**src/rtl/video_timing_pkg.sv**
```systemverilog
// rtl/video_timing_pkg.sv - shared raster timing constants and renderer state type
// Contents:
//   H_DISPLAY/H_TOTAL/V_DISPLAY/V_TOTAL  raster geometry shared with the sync generator
//   render_state_t                       sprite renderer FSM encoding
//   next_line_of()                       scanline that follows a given vpos, wrapping at V_TOTAL
package video_timing_pkg;

    localparam int H_DISPLAY = 256;
    localparam int H_TOTAL   = 309;
    localparam int V_DISPLAY = 240;
    localparam int V_TOTAL   = 262;

    typedef enum logic [2:0] {
        ST_IDLE,
        ST_FETCH,
        ST_LATCH,
        ST_WAIT_X,
        ST_DRAW
    } render_state_t;

    function automatic logic [8:0] next_line_of(input logic [8:0] v);
        return (v == 9'(V_TOTAL - 1)) ? 9'd0 : v + 9'd1;
    endfunction

endpackage

```
**src/rtl/sprite_row_shifter.sv**
```systemverilog
// rtl/sprite_row_shifter.sv - sprite row load/shift register with emitted-pixel counter
// Ports:
//   clk, reset        pixel clock, asynchronous active-low reset
//   load, load_data   parallel load of one sprite row; clears the counter
//   shift             emit current MSB, shift left, count the pixel
//   msb               leftmost pixel still pending
//   done              high while the pixel being emitted is the last of the row
module sprite_row_shifter #(
    parameter int SPR_W = 16
) (
    input  logic             clk,
    input  logic             reset,
    input  logic             load,
    input  logic [SPR_W-1:0] load_data,
    input  logic             shift,
    output logic             msb,
    output logic             done
);

    localparam int CW = $clog2(SPR_W + 1);

    logic [SPR_W-1:0] shreg;
    logic [CW-1:0]    cnt;

    always_ff @(posedge clk or negedge reset) begin
        if (!reset) begin
            shreg <= '0;
            cnt   <= '0;
        end else if (load) begin
            shreg <= load_data;
            cnt   <= '0;
        end else if (shift) begin
            shreg <= {shreg[SPR_W-2:0], 1'b0};
            cnt   <= cnt + CW'(1);
        end
    end

    assign msb  = shreg[SPR_W-1];
    // cnt counts pixels already emitted, so this flags the final emission
    assign done = (cnt == CW'(SPR_W - 1));

endmodule

```
**src/rtl/sprite_line_renderer.sv**
```systemverilog
// rtl/sprite_line_renderer.sv - fetches one sprite row per hblank and draws it on the next line
// Ports:
//   clk, reset                    pixel clock, asynchronous active-low reset
//   hpos, vpos, display_on        raster position from the sync generator
//   sprite_x, sprite_y            sprite origin, sampled at the fetch point
//   rom_addr, rom_data            synchronous sprite ROM, one-cycle read latency
//   pixel                         registered sprite pixel for the previous column
//   active                        a row is being fetched, pending or drawn
module sprite_line_renderer
    import video_timing_pkg::*;
#(
    parameter int SPR_W  = 16,
    parameter int SPR_H  = 16,
    parameter int ROW_AW = 4
) (
    input  logic              clk,
    input  logic              reset,
    input  logic [8:0]        hpos,
    input  logic [8:0]        vpos,
    input  logic              display_on,
    input  logic [8:0]        sprite_x,
    input  logic [8:0]        sprite_y,
    output logic [ROW_AW-1:0] rom_addr,
    input  logic [SPR_W-1:0]  rom_data,
    output logic              pixel,
    output logic              active
);

    render_state_t     state;
    logic [ROW_AW-1:0] row_r;
    logic [8:0]        x_r;

    logic       fetch_pt;
    logic [8:0] row;
    logic       row_hit;
    logic       emit;
    logic       msb;
    logic       done;

    // Row arithmetic wraps mod 512, so rows above the sprite top land far above SPR_H
    // and a sprite near the bottom never reappears on line 0.
    assign fetch_pt = (hpos == 9'(H_DISPLAY));
    assign row      = next_line_of(vpos) - sprite_y;
    assign row_hit  = (row < 9'(SPR_H));

    // The WAIT_X match cycle already emits the first (leftmost) pixel.
    assign emit     = (state == ST_DRAW) || ((state == ST_WAIT_X) && (hpos == x_r));

    // row_r only changes at a fetch, so it doubles as the held ROM address.
    assign rom_addr = row_r;

    sprite_row_shifter #(.SPR_W(SPR_W)) u_shifter (
        .clk       (clk),
        .reset     (reset),
        .load      (state == ST_LATCH),
        .load_data (rom_data),
        .shift     (emit),
        .msb       (msb),
        .done      (done)
    );

    always_ff @(posedge clk or negedge reset) begin
        if (!reset) begin
            state  <= ST_IDLE;
            pixel  <= 1'b0;
            active <= 1'b0;
            row_r  <= '0;
            x_r    <= '0;
        end else begin
            pixel <= emit & msb & display_on;
            if (fetch_pt) begin
                // Fetch point overrides any draw still in progress.
                if (row_hit) begin
                    row_r  <= row[ROW_AW-1:0];
                    x_r    <= sprite_x;
                    state  <= ST_FETCH;
                    active <= 1'b1;
                end else begin
                    state  <= ST_IDLE;
                    active <= 1'b0;
                end
            end else begin
                case (state)
                    ST_FETCH:  state <= ST_LATCH;
                    ST_LATCH:  state <= ST_WAIT_X;
                    ST_WAIT_X: if (hpos == x_r) state <= ST_DRAW;
                    ST_DRAW: begin
                        if (done) begin
                            state  <= ST_IDLE;
                            active <= 1'b0;
                        end
                    end
                    default: begin
                        state  <= ST_IDLE;
                        active <= 1'b0;
                    end
                endcase
            end
        end
    end

endmodule

```
**config.mk**
```make
export PLATFORM = sky130hd
export DESIGN_NAME = sprite_line_renderer
export DESIGN_NICKNAME = d
export VERILOG_FILES = /design/src/rtl/video_timing_pkg.sv /design/src/rtl/sprite_row_shifter.sv /design/src/rtl/sprite_line_renderer.sv
export SDC_FILE = /design/constraint.sdc
export NUM_CORES = 1
export LEC_CHECK = 0
export ABC_AREA = 1
export BUFFER_PORTS_ARGS = -buffer_cell sky130_fd_sc_hd__buf_2
export CORE_AREA = 5 5 95 97
export CTS_BUF_LIST = sky130_fd_sc_hd__clkbuf_4 sky130_fd_sc_hd__clkbuf_8
export CTS_CLUSTER_SIZE = 40
export DETAILED_ROUTE_END_ITERATION = 8
export DIE_AREA = 0 0 100 102
export GPL_TIMING_DRIVEN = 0
export RECOVER_POWER = 25
export SYNTH_ARGS = -nofsm -noshare
export SYNTH_HDL_FRONTEND = slang
export SYNTH_SLANG_ARGS = --single-unit
```
**constraint.sdc**
```tcl
create_clock -name clk -period 3.3 [get_ports clk]
set_input_delay 0.66 -clock clk [delete_from_list [all_inputs] [get_ports clk]]
set_output_delay 0.66 -clock clk [all_outputs]
set_load 0.005 [all_outputs]
```
==> flow_metrics.tcl, run 1 <==
set metrics [dict create \
    ys_seq_elements 39 \
    use_met1 0.1695 \
    layout_common_cells "nand2_1, nand3_1, buf_2" \
    hold_depth 2 \
    drv_cap 1 \
    timing.final.ws_setup_ns 0.3915 \
    fin_tns_setup_ns 0 \
    cp_slowest_cell "fa_1" \
    synth_top_area_frac 0.3552 \
    synth_cell_types 38 \
    drc_errors 0 \
    r2r_setup_slack_ns 1.50 \
    grt_pass1_wl_mm 11.16 \
    avgSynthCellArea_um2 7.027 \
    worstSetupPathType "input pin to flop" \
    clock_skew_ns 0.003969 \
    crit_chain "buf_2 > inv_1 > ha_1 > nand2_1 > nor2_1 > nand2_1 > nand2_1 > ha_1 > inv_1 > fa_1 > nand2_1 > nand2_1 > nand2_2 > nand2_2 > a21oi_2 > nand3_2 > nor2_2 > nand3_2 > buf_6 > nand2_1 > nand2_1" \
    finalMaxSlewViolations 40 \
    rr_startpoint "state[2]" \
    hold_viol 0 \
    postSynth.asyncResetShare 1.000 \
    grt_pass1_vias 2543 \
    fin_crit_sh 0.8814 \
    grt_setup_unrepaired "false" \
    postRouteAntennaNets 0 \
    cts-root-buf "clkbuf_8" \
    synth_top_area_cell "dfrtp_1" \
    hold_path_end "rom_addr[1]" \
    pre_cts_ws_ns 0.08786 \
    grtUsageMet2 0.2314 \
    ff2ff_path_depth 7 \
    drtIter0Drc 127 \
    arrival_ns 3.10 \
    post_cts_buffers 0 \
    post_drt_wl_per_cell_um 11.52 \
    initial_core_util 0.3413 \
    grt-ovfl-total 0 \
    netlist_area_um2 2748 \
    hpwl_mm 5.083 \
    track_usage 0.1331 \
    die-area_um2 10200 \
    tritoncts "built" \
    reg2reg_to "u_shifter.shreg[8]" \
    min_period_ns 2.909 \
    violations "max-capacitance violations, max-slew violations" \
    final_util 0.4087 \
    crit_top_cell "nand2_1" \
    drive_gt1_frac 0.2113 \
    synthCells 391 \
    max_freq_ghz 0.3438 \
    clock_latency_ns 0.29 \
    port_buffers 60 \
    hold_path.startpoint "rom_addr[1]" \
    clkSinkCount 39 \
    ctsHoldBuffers 0 \
    cts.clk_slew.worst_paths_ns 0.08 \
    clk_path_buf_depth 2 \
    relSlewSlack -0.4173 \
    gr-max-usage-layer "met2" \
    yosys_warnings 0 \
    dieHeight_um 102 \
    status "finished with violations" \
    critPathCaptureType "flop" \
    cp_max_fo 10 \
    layout_commonest_cell "nand2_1" \
    vias 2613 \
    start_kind "input pin" \
    die_w_um 100 \
    p_leak_nw 1.801 \
    dr.pass1.iters 4 \
    setup_violations 0 \
    place_congestion 0.8500 \
    peakVddDrop_uv 221.8 \
    slowest_delay_ns 0.42 \
    cts-buffers-inserted 5 \
    ys_seq_area_frac 0.3552 \
    cts_resized 0 \
    synth_area_leaders "dfrtp_1, nand2_1, nand3_1, inv_1, ha_1" \
    via_per_inst 4.633 \
    hp-class "flop to flop" \
    wl_mm 6.497 \
    io_pins 61 \
    antennaDiodeCount 0 \
    synthToLayoutAreaGrowth_pct 19.76 \
    core_area_um2 8051 \
    cts_max_level 2 \
    synth_ff_type "dfrtp_1" \
    syn-num-nets 459 \
    antenna_found_initial 0 \
    grt_use_met3 0.02253 \
    synth_edf_count 0 \
    grt_max_degree 40 \
    required_ns 3.49 \
    fin_nets 526 \
    power_density_nw_per_um2 527.9 \
    num_rows 33 \
    worstMarginPinSlew_ns 2.126 \
]
## cells by family (layout without fill, tap and decap cells)
logic type      after synthesis  after routing  synth area share
compound gates               20             20           0.04236
simple gates                246            246            0.4112
xor+xnor                     11             11           0.03506
fa+ha+maj                    13             13           0.06193
flops                        39             39            0.3552
buf+inv                      62            130           0.09426
## sequential cells by signal (all words and copies together) (netlist names)
signal           cells
u_shifter.cnt        5
pixel                1
active               1
x_r                  9
rom_addr             4
u_shifter.shreg     16
state                3
## synthesized netlist by cell type, types with 3 or more instances
master      n
nand2_1   112
nand3_1    71
inv_1      48
dfrtp_1    39
nor2_1     31
ha_1       12
a21oi_1     9
xnor2_1     6
nand3_2     5
nand4_1     5
xor2_1      5
clkbuf_1    4
nand2_2     4
nor2_2      4
buf_2       3
nor3_1      3
or2_2       3
## layout make-up
class                           instances  area, um2
Fill cell                             864       4761
Multi-Input combinational cell        290       1513
Sequential cell                        39      975.9
Timing Repair Buffer                   60      299.0
Inverter                               51      191.4
Tap cell                              105      131.4
Clock buffer                            5      68.82
Buffer                                 11      67.56
Clock inverter                          3      43.79
## worst max path at each step
| stage | from | endpoint | cells past startpoint |
|---|---|---|---|
| after global placement | vpos[1] | x_r[3] | 21 |
| after floorplan | vpos[1] | rom_addr[0] | 20 |
| final | vpos[1] | rom_addr[2] | 21 |
| after global routing | vpos[1] | rom_addr[2] | 21 |
| after CTS | vpos[1] | rom_addr[0] | 21 |
| after detailed placement | vpos[1] | x_r[3] | 21 |
## metal layers
| metal | wire (um) | vias up |
|---|---|---|
| met5 | 0 | - |
| met4 | 83 | 0 |
| met3 | 268 | 5 |
| met2 | 3155 | 49 |
| met1 | 2989 | 1183 |
| li1 | - | 1376 |
## per-stage QoR
step	power (mW)	hold WS [ns]	area, um2	cells
after floorplan	1.157	0.3644	2748	391
after global placement	1.331	0.4499	3179	556
after detailed placement	1.347	0.4621	3179	556
after CTS	1.760	0.4818	3292	564
after global routing	1.880	0.5104	3291	564
final	1.737	0.4763	3291	564
## report_power, final
| part | switching [mW] | internal, mW |
|---|---|---|
| logic | 0.409 | 0.244 |
| clock network | 0.178 | 0.225 |
| registers | 0.0720 | 0.608 |
## critical path, delay by kind of cell
family,cells,cell delay (ns)
fa+ha+maj,3,0.71
compound gates,1,0.13
buf+inv,4,0.41
simple gates,13,1.21
Power figures use the tool's default switching activity.
==> run 2, diff against run 1 <==
--- a/config.mk
+++ b/config.mk
@@ -13,6 +13,7 @@
 export DETAILED_ROUTE_END_ITERATION = 8
 export DIE_AREA = 0 0 100 102
 export GPL_TIMING_DRIVEN = 0
+export PLACE_DENSITY_LB_ADDON = 0.3
 export RECOVER_POWER = 25
 export SYNTH_ARGS = -nofsm -noshare
 export SYNTH_HDL_FRONTEND = slang
==> run 2 against run 1 <==
The run still ends with max-capacitance violations, max-slew violations left. Routed wire length down 2.9%. Worst hold slack worse by 0.0058 ns. Global-route usage down 0.17 points. Flip-flop and latch count unchanged. Critical path depth unchanged. Combinational power down 0.6%.
==> flow_metrics.tcl, run 2 (synthesis gave the netlist of run 1 again) <==
set metrics [dict create \
    required_ns 3.48 \
    relSlewSlack -0.4189 \
    layout_commonest_cell "nand2_1" \
    max_freq_ghz 0.3485 \
    worstMarginPinSlew_ns 2.128 \
    finalMaxSlewViolations 40 \
    vias 2580 \
    track_usage 0.1313 \
    drive_gt1_frac 0.2113 \
    fin_hold_ws_ns 0.4705 \
    place_congestion 0.8630 \
    drv_cap 1 \
    initial_core_util 0.3413 \
    fin_tns_setup_ns 0 \
    synthToLayoutAreaGrowth_pct 19.76 \
    power_density_nw_per_um2 524.1 \
    nFillCells 861 \
    antennaDiodeCount 0 \
    cp_max_fo 10 \
    grt-ovfl-total 0 \
    worstSetupPathType "input pin to flop" \
    num_rows 33 \
    wl_mm 6.308 \
    crit_top_cell "nand2_1" \
    core_area_um2 8051 \
    hp-class "flop to flop" \
    ctsHoldBuffers 0 \
    arrival_ns 3.05 \
    fin_crit_sh 0.8695 \
    design_area_um2 3291 \
    postRouteAntennaNets 0 \
    clkSinkCount 39 \
    seq_area_um2 975.9 \
    drtIter0Drc 136 \
    path_buf_inv 4 \
    grt_setup_unrepaired "false" \
    setup_violations 0 \
    antenna_found_initial 0 \
    grt_pass1_vias 2495 \
    top_regs "u_shifter.shreg x16, x_r x9, u_shifter.cnt x5" \
    post_drt_wl_per_cell_um 11.18 \
    cts-root-buf "clkbuf_8" \
    start_kind "input pin" \
    drc_errors 0 \
    max_flop_register "u_shifter.shreg" \
    status "finished with violations" \
    timing.final.ws_setup_ns 0.4307 \
    dr.pass1.iters 4 \
    hold_viol 0 \
    via_per_inst 4.574 \
    slowest_delay_ns 0.42 \
    multi_input_area_um2 1513 \
    clock_latency_ns 0.29 \
    postPlaceCellArea_um2 3179 \
    fin_nets 526 \
    crit_chain "buf_2 > inv_1 > ha_1 > nand2_1 > nor2_1 > nand2_1 > nand2_1 > ha_1 > inv_1 > fa_1 > nand2_1 > nand2_1 > nand2_2 > nand2_2 > a21oi_2 > nand3_2 > nor2_2 > nand3_2 > buf_6 > nand2_1 > nand2_1" \
    cts_max_level 2 \
    grt_max_degree 40 \
    pre_cts_ws_ns 0.1329 \
    hpwl_mm 5.037 \
    cts-buffers-inserted 5 \
    violations "max-capacitance violations, max-slew violations" \
    largest_reg_flops 16 \
    clock_skew_ns 0.009034 \
    critPathCaptureType "flop" \
    port_buffers 60 \
    cp_slowest_cell "fa_1" \
    dieHeight_um 102 \
    cts.clk_slew.worst_paths_ns 0.07 \
    die_w_um 100 \
    clk_path_buf_depth 2 \
    tritoncts "built" \
    peakVddDrop_uv 272.5 \
    p_leak_nw 1.801 \
    grt_pass1_wl_mm 11.03 \
    io_pins 61 \
    crit_family "simple AND/OR/NAND/NOR gates" \
    min_period_ns 2.869 \
    final_util 0.4087 \
    layout_common_cells "nand2_1, nand3_1, buf_2" \
    die-area_um2 10200 \
    cts_resized 0 \
    post_cts_buffers 0 \
]
## run 2: layer usage
layer | part of all wire | track usage | wire length, um | vias to the layer above
met4 | 0.012 | 0.03523 | 76 | 0
li1 | - | - | - | 1378
met5 | 0 | 0 | 0 | -
met1 | 0.47 | 0.1724 | 2940 | 1157
met2 | 0.48 | 0.2211 | 3023 | 40
met3 | 0.043 | 0.02730 | 269 | 5
## run 2: path summary, 6_finish.rpt
kind / endpoint / slack [ns] / start / cells after the start
worst max-delay path: rom_addr[2] / 0.43 / vpos[1] / 21
worst min-delay path: rom_addr[0] / 0.47 / rom_addr[0] / 2
worst max register to register: u_shifter.shreg[9] / 1.48 / state[2] / 7
worst min register to register: rom_addr[0] / 0.47 / rom_addr[0] / 2
max in group asynchronous: u_shifter.cnt[4] / 1.10 / reset / 1
min in group asynchronous: rom_addr[0] / 0.98 / reset / 1
## run 2: power breakdown
part	internal [mW]	leakage [nW]	switching, mW	total (mW)
sequential	0.608	0.511	0.0700	0.678
clock	0.225	0.0581	0.172	0.397
combinational	0.244	1.23	0.405	0.649
## run 2: final cells by class
cell class                 count  area share
timing repair buffer          60     0.09087
sequential                    39      0.2966
tap                          105     0.03992
multi-input combinational    290      0.4597
clock inverter                 3     0.01331
buffer                        11     0.02053
inverter                      51     0.05817
clock buffer                   5     0.02091
## run 2: per-stage QoR
step                std cells  total power, mW
finish                    564            1.725
global route              564            1.886
CTS                       564            1.752
detailed placement        556            1.346
global placement          556            1.331
floorplan                 391            1.157
## run 2: worst min-delay path: stages, from the launching register on
cell	delay, ns
dfrtp_1	0.34
nand2_1	0.05
nand2_1	0.05
